$ cat src/rtl/rst_seq.sv
`default_nettype none
// ============================================================================
// Module      : rst_seq
// Description : Reset sequencer. Debounces an external push-button reset,
//               merges it with software and watchdog requests, holds all
//               stage resets low for HOLD_CYC cycles, then releases
//               o_rstn_out[0], [1] and [2] in order, GAP_CYC cycles apart.
//               A final GAP_CYC settle interval follows the last release.
//               At the end of that interval, o_rst_busy drops and o_rst_done
//               pulses for one cycle.
// Ports       : clk          - single clock, rising edge
//               rst          - synchronous active-high reset
//               i_btn_rstn   - push-button reset, async to clk, active-low
//               i_sw_req     - software reset request, one-cycle pulse
//               i_wdt_req    - watchdog reset request, one-cycle pulse
//               o_rstn_out   - active-low stage resets (bit0 released first)
//               o_rst_busy   - high while the sequence is in progress
//               o_rst_done   - one-cycle pulse when the sequence completes
//               o_rst_cause  - 00 power-on, 01 button, 10 software, 11 watchdog
// Revision    : 1.0 - initial release
// ============================================================================
module rst_seq #(
    parameter int DB_CYC   = 16,
    parameter int HOLD_CYC = 8,
    parameter int GAP_CYC  = 4
) (
    input  logic       clk,
    input  logic       rst,
    input  logic       i_btn_rstn,
    input  logic       i_sw_req,
    input  logic       i_wdt_req,
    output logic [2:0] o_rstn_out,
    output logic       o_rst_busy,
    output logic       o_rst_done,
    output logic [1:0] o_rst_cause
);

    localparam int c_db_w   = (DB_CYC   > 1) ? $clog2(DB_CYC)   : 1;
    localparam int c_hold_w = (HOLD_CYC > 1) ? $clog2(HOLD_CYC) : 1;
    localparam int c_gap_w  = (GAP_CYC  > 1) ? $clog2(GAP_CYC)  : 1;

    localparam logic [c_db_w-1:0]   c_db_last   = c_db_w'(DB_CYC - 1);
    localparam logic [c_hold_w-1:0] c_hold_last = c_hold_w'(HOLD_CYC - 1);
    localparam logic [c_gap_w-1:0]  c_gap_last  = c_gap_w'(GAP_CYC - 1);

    typedef enum logic [2:0] {
        S_HOLD = 3'd0,
        S_STG0 = 3'd1,
        S_STG1 = 3'd2,
        S_STG2 = 3'd3,
        S_RUN  = 3'd4
    } state_t;

    // ------------------------------------------------------------------
    // Button synchronizer and debouncer
    // ------------------------------------------------------------------
    logic              r_sync1;
    logic              r_sync2;
    logic              r_btn_stable;
    logic [c_db_w-1:0] r_db_cnt;
    logic              w_disagree;
    logic              w_db_take;
    logic              w_btn_fall;

    assign w_disagree = (r_sync2 != r_btn_stable);
    assign w_db_take  = w_disagree && (r_db_cnt == c_db_last);
    // Trigger fires on the same edge btn_stable falls, so the sequence
    // starts without an extra cycle of edge-detect latency.
    assign w_btn_fall = w_db_take && !r_sync2;

    always_ff @(posedge clk) begin
        if (rst) begin
            r_sync1      <= 1'b1;
            r_sync2      <= 1'b1;
            r_btn_stable <= 1'b1;
            r_db_cnt     <= '0;
        end else begin
            r_sync1 <= i_btn_rstn;
            r_sync2 <= r_sync1;
            if (!w_disagree) begin
                r_db_cnt <= '0;
            end else if (w_db_take) begin
                r_btn_stable <= r_sync2;
                r_db_cnt     <= '0;
            end else begin
                r_db_cnt <= r_db_cnt + 1'b1;
            end
        end
    end

    // ------------------------------------------------------------------
    // Sequencer FSM
    // ------------------------------------------------------------------
    state_t              r_state;
    logic [c_hold_w-1:0] r_hold_cnt;
    logic [c_gap_w-1:0]  r_gap_cnt;
    logic [2:0]          r_rstn;
    logic                r_busy;
    logic                r_done;
    logic [1:0]          r_cause;

    state_t              w_state_nxt;
    logic [c_hold_w-1:0] w_hold_nxt;
    logic [c_gap_w-1:0]  w_gap_nxt;
    logic [2:0]          w_rstn_nxt;
    logic                w_busy_nxt;
    logic                w_done_nxt;
    logic [1:0]          w_cause_nxt;
    logic                w_trig;

    assign w_trig = w_btn_fall | i_sw_req | i_wdt_req;

    always_comb begin
        w_state_nxt = r_state;
        w_hold_nxt  = r_hold_cnt;
        w_gap_nxt   = r_gap_cnt;
        w_cause_nxt = r_cause;

        if (w_trig) begin
            // A trigger restarts from HOLD regardless of the current state.
            w_state_nxt = S_HOLD;
            w_hold_nxt  = '0;
            w_gap_nxt   = '0;
            if (w_btn_fall) begin
                w_cause_nxt = 2'b01;
            end else if (i_wdt_req) begin
                w_cause_nxt = 2'b11;
            end else begin
                w_cause_nxt = 2'b10;
            end
        end else begin
            case (r_state)
                S_HOLD: begin
                    if (r_hold_cnt == c_hold_last) begin
                        // Counter saturates while the button is still down.
                        if (r_btn_stable) begin
                            w_state_nxt = S_STG0;
                            w_hold_nxt  = '0;
                            w_gap_nxt   = '0;
                        end
                    end else begin
                        w_hold_nxt = r_hold_cnt + 1'b1;
                    end
                end
                S_STG0, S_STG1, S_STG2: begin
                    if (r_gap_cnt == c_gap_last) begin
                        w_gap_nxt = '0;
                        case (r_state)
                            S_STG0:  w_state_nxt = S_STG1;
                            S_STG1:  w_state_nxt = S_STG2;
                            default: w_state_nxt = S_RUN;
                        endcase
                    end else begin
                        w_gap_nxt = r_gap_cnt + 1'b1;
                    end
                end
                default: begin
                    w_state_nxt = r_state;
                end
            endcase
        end

        // Outputs are decoded from the next state and registered, so each
        // stage release is a clean single flop transition.
        case (w_state_nxt)
            S_HOLD:  w_rstn_nxt = 3'b000;
            S_STG0:  w_rstn_nxt = 3'b001;
            S_STG1:  w_rstn_nxt = 3'b011;
            default: w_rstn_nxt = 3'b111;
        endcase
        w_busy_nxt = (w_state_nxt != S_RUN);
        w_done_nxt = (r_state == S_STG2) && (w_state_nxt == S_RUN);
    end

    always_ff @(posedge clk) begin
        if (rst) begin
            r_state    <= S_HOLD;
            r_hold_cnt <= '0;
            r_gap_cnt  <= '0;
            r_rstn     <= 3'b000;
            r_busy     <= 1'b1;
            r_done     <= 1'b0;
            r_cause    <= 2'b00;
        end else begin
            r_state    <= w_state_nxt;
            r_hold_cnt <= w_hold_nxt;
            r_gap_cnt  <= w_gap_nxt;
            r_rstn     <= w_rstn_nxt;
            r_busy     <= w_busy_nxt;
            r_done     <= w_done_nxt;
            r_cause    <= w_cause_nxt;
        end
    end

    assign o_rstn_out  = r_rstn;
    assign o_rst_busy  = r_busy;
    assign o_rst_done  = r_done;
    assign o_rst_cause = r_cause;

endmodule
`default_nettype wire
$ cat config.mk
export PLATFORM = sky130hd
export DESIGN_NAME = rst_seq
export DESIGN_NICKNAME = d
export VERILOG_FILES = /design/src/rtl/rst_seq.sv
export SDC_FILE = /design/constraint.sdc
export NUM_CORES = 1
export LEC_CHECK = 0
export BUFFER_PORTS_ARGS = -buffer_cell sky130_fd_sc_hd__buf_2
export CORE_MARGIN = 5
export CORE_UTILIZATION = 50
export CTS_CLUSTER_DIAMETER = 120
export DETAILED_ROUTE_END_ITERATION = 10
export GPL_TIMING_DRIVEN = 0
export PLACE_DENSITY = 0.8
export SYNTH_ARGS = -nofsm -noshare
export SYNTH_HDL_FRONTEND = slang
export SYNTH_SLANG_ARGS = --single-unit
$ cat constraint.sdc
create_clock -name clk -period 2.2 [get_ports clk]
set_input_delay 0.11 -clock clk [delete_from_list [all_inputs] [get_ports clk]]
set_output_delay 0.11 -clock clk [all_outputs]
set_load 0.01 [all_outputs]
== After elaboration in Yosys (flattened, before gate mapping) ==
Cells that the tools add are included.

* Bits of input ports: 5
* Flip-flop bits (word level): 22

* Reductions and logical operators: 13
* Bitwise operators: 3
* Equality and inequality tests: 14
* Mux-type cells: 15
* $add $sub $neg: 3

{| class="wikitable"
|+ Operators by type and width
! operator !! count
|-
| $mux 3 || 6
|-
| $pmux 3 s2 || 2
|-
| $eq 3x2->1 const B || 3
|-
| $pmux 3 s3 || 1
|-
| $mux 2 || 4
|-
| $eq 3x1->1 const B || 2
|-
| $eq 3x3->1 const B || 2
|-
| $logic_not 3->1 || 2
|-
| $ne 2x2->1 const B || 3
|-
| $reduce_or 3->1 || 2
|-
| $add 4x1->4 const B || 1
|-
| $eq 4x4->1 const B || 1
|-
| $pmux 2 s2 || 1
|-
| $reduce_and 2->1 || 2
|-
| $add 3x1->3 const B || 1
|-
| $logic_and 1x1->1 || 3
|-
| $ne 3x3->1 const B || 1
|-
| $reduce_and 3->1 || 1
|-
| $add 2x1->2 const B || 1
|-
| $eq 2x2->1 const B || 1
|-
| $or 1x1->1 || 2
|-
| $reduce_bool 2->1 || 1
|-
| $reduce_or 2->1 || 1
|-
| $logic_not 1->1 || 1
|-
| other kinds (3) || 3
|}

== Depth between registers and ports, before layout ==
* Depth in word-level cells: 8
* Mapped depth: 5

== Worst setup path before layout ==
No wires, ideal clock.

* Path kind: register to register
* From: reg r_hold_cnt[0]
* To: reg r_busy (netlist: o_rst_busy)
* Setup slack: 928 ps
* Data required time: 2073 ps
* Stages on the path, launching flop included: 6
* Clock period less this slack: 1272 ps
* Arrival time: 1145 ps
* Library setup time: 127 ps
* Path through: dfxtp_1 ha_1 ha_1 nand3b_1 a2bb2oi_1 or3_1

* Cells in the longest elaborated chain, start to end: 5

{| class="wikitable"
|+ RTL lines
! item !! line !! text
|-
| from (decl) || 95 || <nowiki>logic [c_hold_w-1:0] r_hold_cnt;</nowiki>
|-
| from (signal assigned) || 186 || <nowiki>r_hold_cnt <= w_hold_nxt;</nowiki>
|-
| $eq 3x3->1 || 134 || <nowiki>if (r_hold_cnt == c_hold_last) begin</nowiki>
|-
| $mux 3 || 134 ||
|-
| $pmux 3 s2 || 132 || <nowiki>case (r_state)</nowiki>
|-
| $mux 3 || 119 || <nowiki>if (w_trig) begin</nowiki>
|-
| $ne 3x3->1 || 171 || <nowiki>w_busy_nxt = (w_state_nxt != S_RUN);</nowiki>
|-
| to (signal assigned) || 189 || <nowiki>r_busy <= w_busy_nxt;</nowiki>
|-
| to (decl) || 98 || <nowiki>logic r_busy;</nowiki>
|}

No other way between the ends.
A chain may end at the register's enable or synchronous reset.

== Final worst setup path ==
* From: reg r_db_cnt[0]
* To: reg r_done (netlist: o_rst_done)

* Cells in the longest elaborated chain, start to end: 8

{| class="wikitable"
|+ RTL lines
! item !! line !! text
|-
| from (decl) || 60 || <nowiki>logic [c_db_w-1:0] r_db_cnt;</nowiki>
|-
| from (signal assigned) || 86 || <nowiki>r_db_cnt <= r_db_cnt + 1'b1;</nowiki>
|-
| $eq 4x4->1 || 66 || <nowiki>assign w_db_take = w_disagree && (r_db_cnt == c_db_last);</nowiki>
|-
| $logic_and 1x1->1 || 66 ||
|-
| $logic_and 1x1->1 || 69 || <nowiki>assign w_btn_fall = w_db_take && !r_sync2;</nowiki>
|-
| $or 1x1->1 (2 in series) || 111 || <nowiki>assign w_trig = w_btn_fall | i_sw_req | i_wdt_req;</nowiki>
|-
| $mux 3 || 119 ||
|-
| $eq 3x3->1 || 172 || <nowiki>w_done_nxt = (r_state == S_STG2) && (w_state_nxt == S_RUN);</nowiki>
|-
| $logic_and 1x1->1 || 172 ||
|-
| to (signal assigned) || 190 || <nowiki>r_done <= w_done_nxt;</nowiki>
|-
| to (decl) || 99 || <nowiki>logic r_done;</nowiki>
|}

No other way between the ends.

==> run metrics <==
status finished clean; number of synthesis warnings 0; ys async rst share 0; predominant post-synthesis flop cell dfxtp_1; pin slew with the least headroom to its limit 0.3457 ns; final setup fails 0; Vias 715; input/output buffers 11; Clock power frac 0.412; most frequent cells in the layout dfxtp_1, buf_2, nor2_1; reg-to-reg setup timing slack 0.70 ns; Site Rows 15; DP HPWL 1067 µm; power share of the combinational group 0.035; sequential power share 0.553; Crit path required time 2.39 ns; Crit path arrival time 1.70 ns; Final period util 0.6834; register bit count reported by yosys 22; RSZ-0062 raised after global routing false; Syn-to-layout area delta 17.61%; Hold Fails Final Rpt 0; global-route wire length before repair 2787 µm; Internal Power 0.0006012 W; fillers 155; post-route cell area 1061 µm²; final WL 1478 µm; Post-CTS Setup Inserts 0; most common cell after layout, fill and taps aside dfxtp_1; Worst Hold Class in -> reg; EDFF count, synth 0; WHS 0.04195 ns; drt initial violations 16; Syn Inst Count 97; largest fanout on the critical path 10; CTS buffer count 3; CP Class reg -> reg; Mapped Nets 106; Worst Setup End Kind register; Multi-input gate area 426.7 µm²; maximum clock path buffer count 2; CTS tree yes; gr ovfl total 0; Placement Cell Area 988.4 µm²; Synth Cell Area 902.1 µm²; H-tree levels 1; share of layout cells above drive strength 1 0.2018; vias per inst 5.144; Switch Pwr 0.0001342 W; CP startpoint kind register; count of cell types in the netlist 30; # diodes 0; Global Route Usage Sum 0.1399; Worst-Skew Late Latency 0.31 ns; max-cap violation count 0; vias in the first global route 676; die area 2754 µm²; Pwr per Cell Area 693.1 nW/µm²; Setup Skew 0.01101 ns; LEAKAGE 0.4419 nW; Slew headroom 0.7695; post-route ant nets 0; largest net degree at the start of global routing 14; drt pass-1 iters 4; sequential area share after synthesis 0.4882; root buffer cell clkbuf_4; drt wl/cell 10.63 µm; nets@finish 124; Die X 52.48 µm; Clock transition at path regs 0.12 ns; Peak VDD IR 0.5302 mV; core area 1727 µm²; post-route setup TNS 0 ns; Tmin final 1.503 ns; f_max 0.6652 GHz; I/O pin count 12; fraction of power spent switching nets 0.1825; Seq. cell area 440.4 µm²; final-report max-slew violation count 0; clock sink total 22; DRC errors left 0; initial core utilization 0.5225; initial antenna violation count 0; GP Congestion 0.7833; die height 52.48 µm; syn avg cell area 9.300 µm²
[layout make-up]
class | count | area share
clock inverter | 1 | 0.02830
buffer | 5 | 0.02241
tap | 25 | 0.02948
inverter | 3 | 0.01061
timing repair buffer | 13 | 0.07075
multi-input combinational | 67 | 0.4021
clock buffer | 3 | 0.02123
sequential | 22 | 0.4151
[stage by stage]
stage / power, W / setup WS [ns] / std cells / utilization
6_report: 0.0007354 / 0.6966 / 139 / 0.6145
2_1_floorplan: 0.0004281 / 0.9285 / 97 / -
5_1_grt: 0.0007629 / 0.5594 / 139 / 0.6145
4_1_cts: 0.0007421 / 0.6910 / 139 / 0.6145
3_3_place_gp: 0.0004376 / 0.7152 / 133 / 0.5725
3_5_place_dp: 0.0004384 / 0.7251 / 133 / 0.5725
[repair_timing]
| action | CTS | global route |
|---|---|---|
| hold buffers | 2 | 0 |
| hold endpoints to repair | 2 | 0 |
| resized for setup | 0 | 0 |
| endpoints found under the setup margin | 0 | 0 |
[synth_stat cells (all sizes together), types with 3 or more instances]
| cell | number | share of area |
|---|---|---|
| buf | 4 | 0.022 |
| or3 | 3 | 0.026 |
| o21ai | 6 | 0.033 |
| nand2b | 3 | 0.021 |
| nor2 | 10 | 0.042 |
| ha | 4 | 0.055 |
| a21oi | 5 | 0.028 |
| inv | 3 | 0.012 |
| nand3 | 6 | 0.033 |
| xor2 | 4 | 0.039 |
| nor3 | 5 | 0.028 |
| dfxtp | 22 | 0.49 |
[critical path: stages (launching register included)]
cell and delay (ns):
dfxtp_1 0.38, ha_1 0.19, nand3_1 0.16, o21ai_1 0.30, buf_2 0.28, nor3_1 0.06
[state kept, by name, summed over array words and instances (netlist names), 2 cells and up]
register     count
r_state          3
r_db_cnt         4
r_gap_cnt        2
r_hold_cnt       3
o_rstn_out       3
o_rst_cause      2
[path summary, 6_finish.rpt]
path | cells after the start | startpoint | to
worst max register to register | 5 | r_db_cnt[0] | o_rst_done
worst min-delay path | 2 | i_wdt_req | o_rst_cause[0]
worst max-delay path | 5 | r_db_cnt[0] | o_rst_done
worst min register to register | 1 | r_sync1 | r_sync2
[kinds of logic (layout without fill, tap and decap cells)]
logic type	after synthesis	after routing	share of synthesized area
AOI/OAI and AO/OA	21	21	0.1498
xor gates and xnor gates	4	4	0.03883
adders and majority gates	4	4	0.05548
buffers and inverters	8	25	0.03883
DFF	22	22	0.4882
muxes	1	1	0.01110
and+or+nand+nor	37	37	0.2178
[routing by layer]
layer  vias up  track usage  wire (µm)
li1        376            -          -
met1       319       0.1725        688
met2        16       0.2087        681
met3         4      0.03419         61
met4         0       0.1021         46
met5         -            0          0
[power groups by stage]
stage	logic (W)	registers [W]	clock network (W)
floorplan	0.0000116	0.000417	0
global placement	0.0000222	0.000415	0
detailed placement	0.0000228	0.000416	0
CTS	0.0000256	0.000407	0.000310
global route	0.0000290	0.000407	0.000326
finish	0.0000255	0.000407	0.000303
No activity file was read; power rests on OpenSTA's default activity.
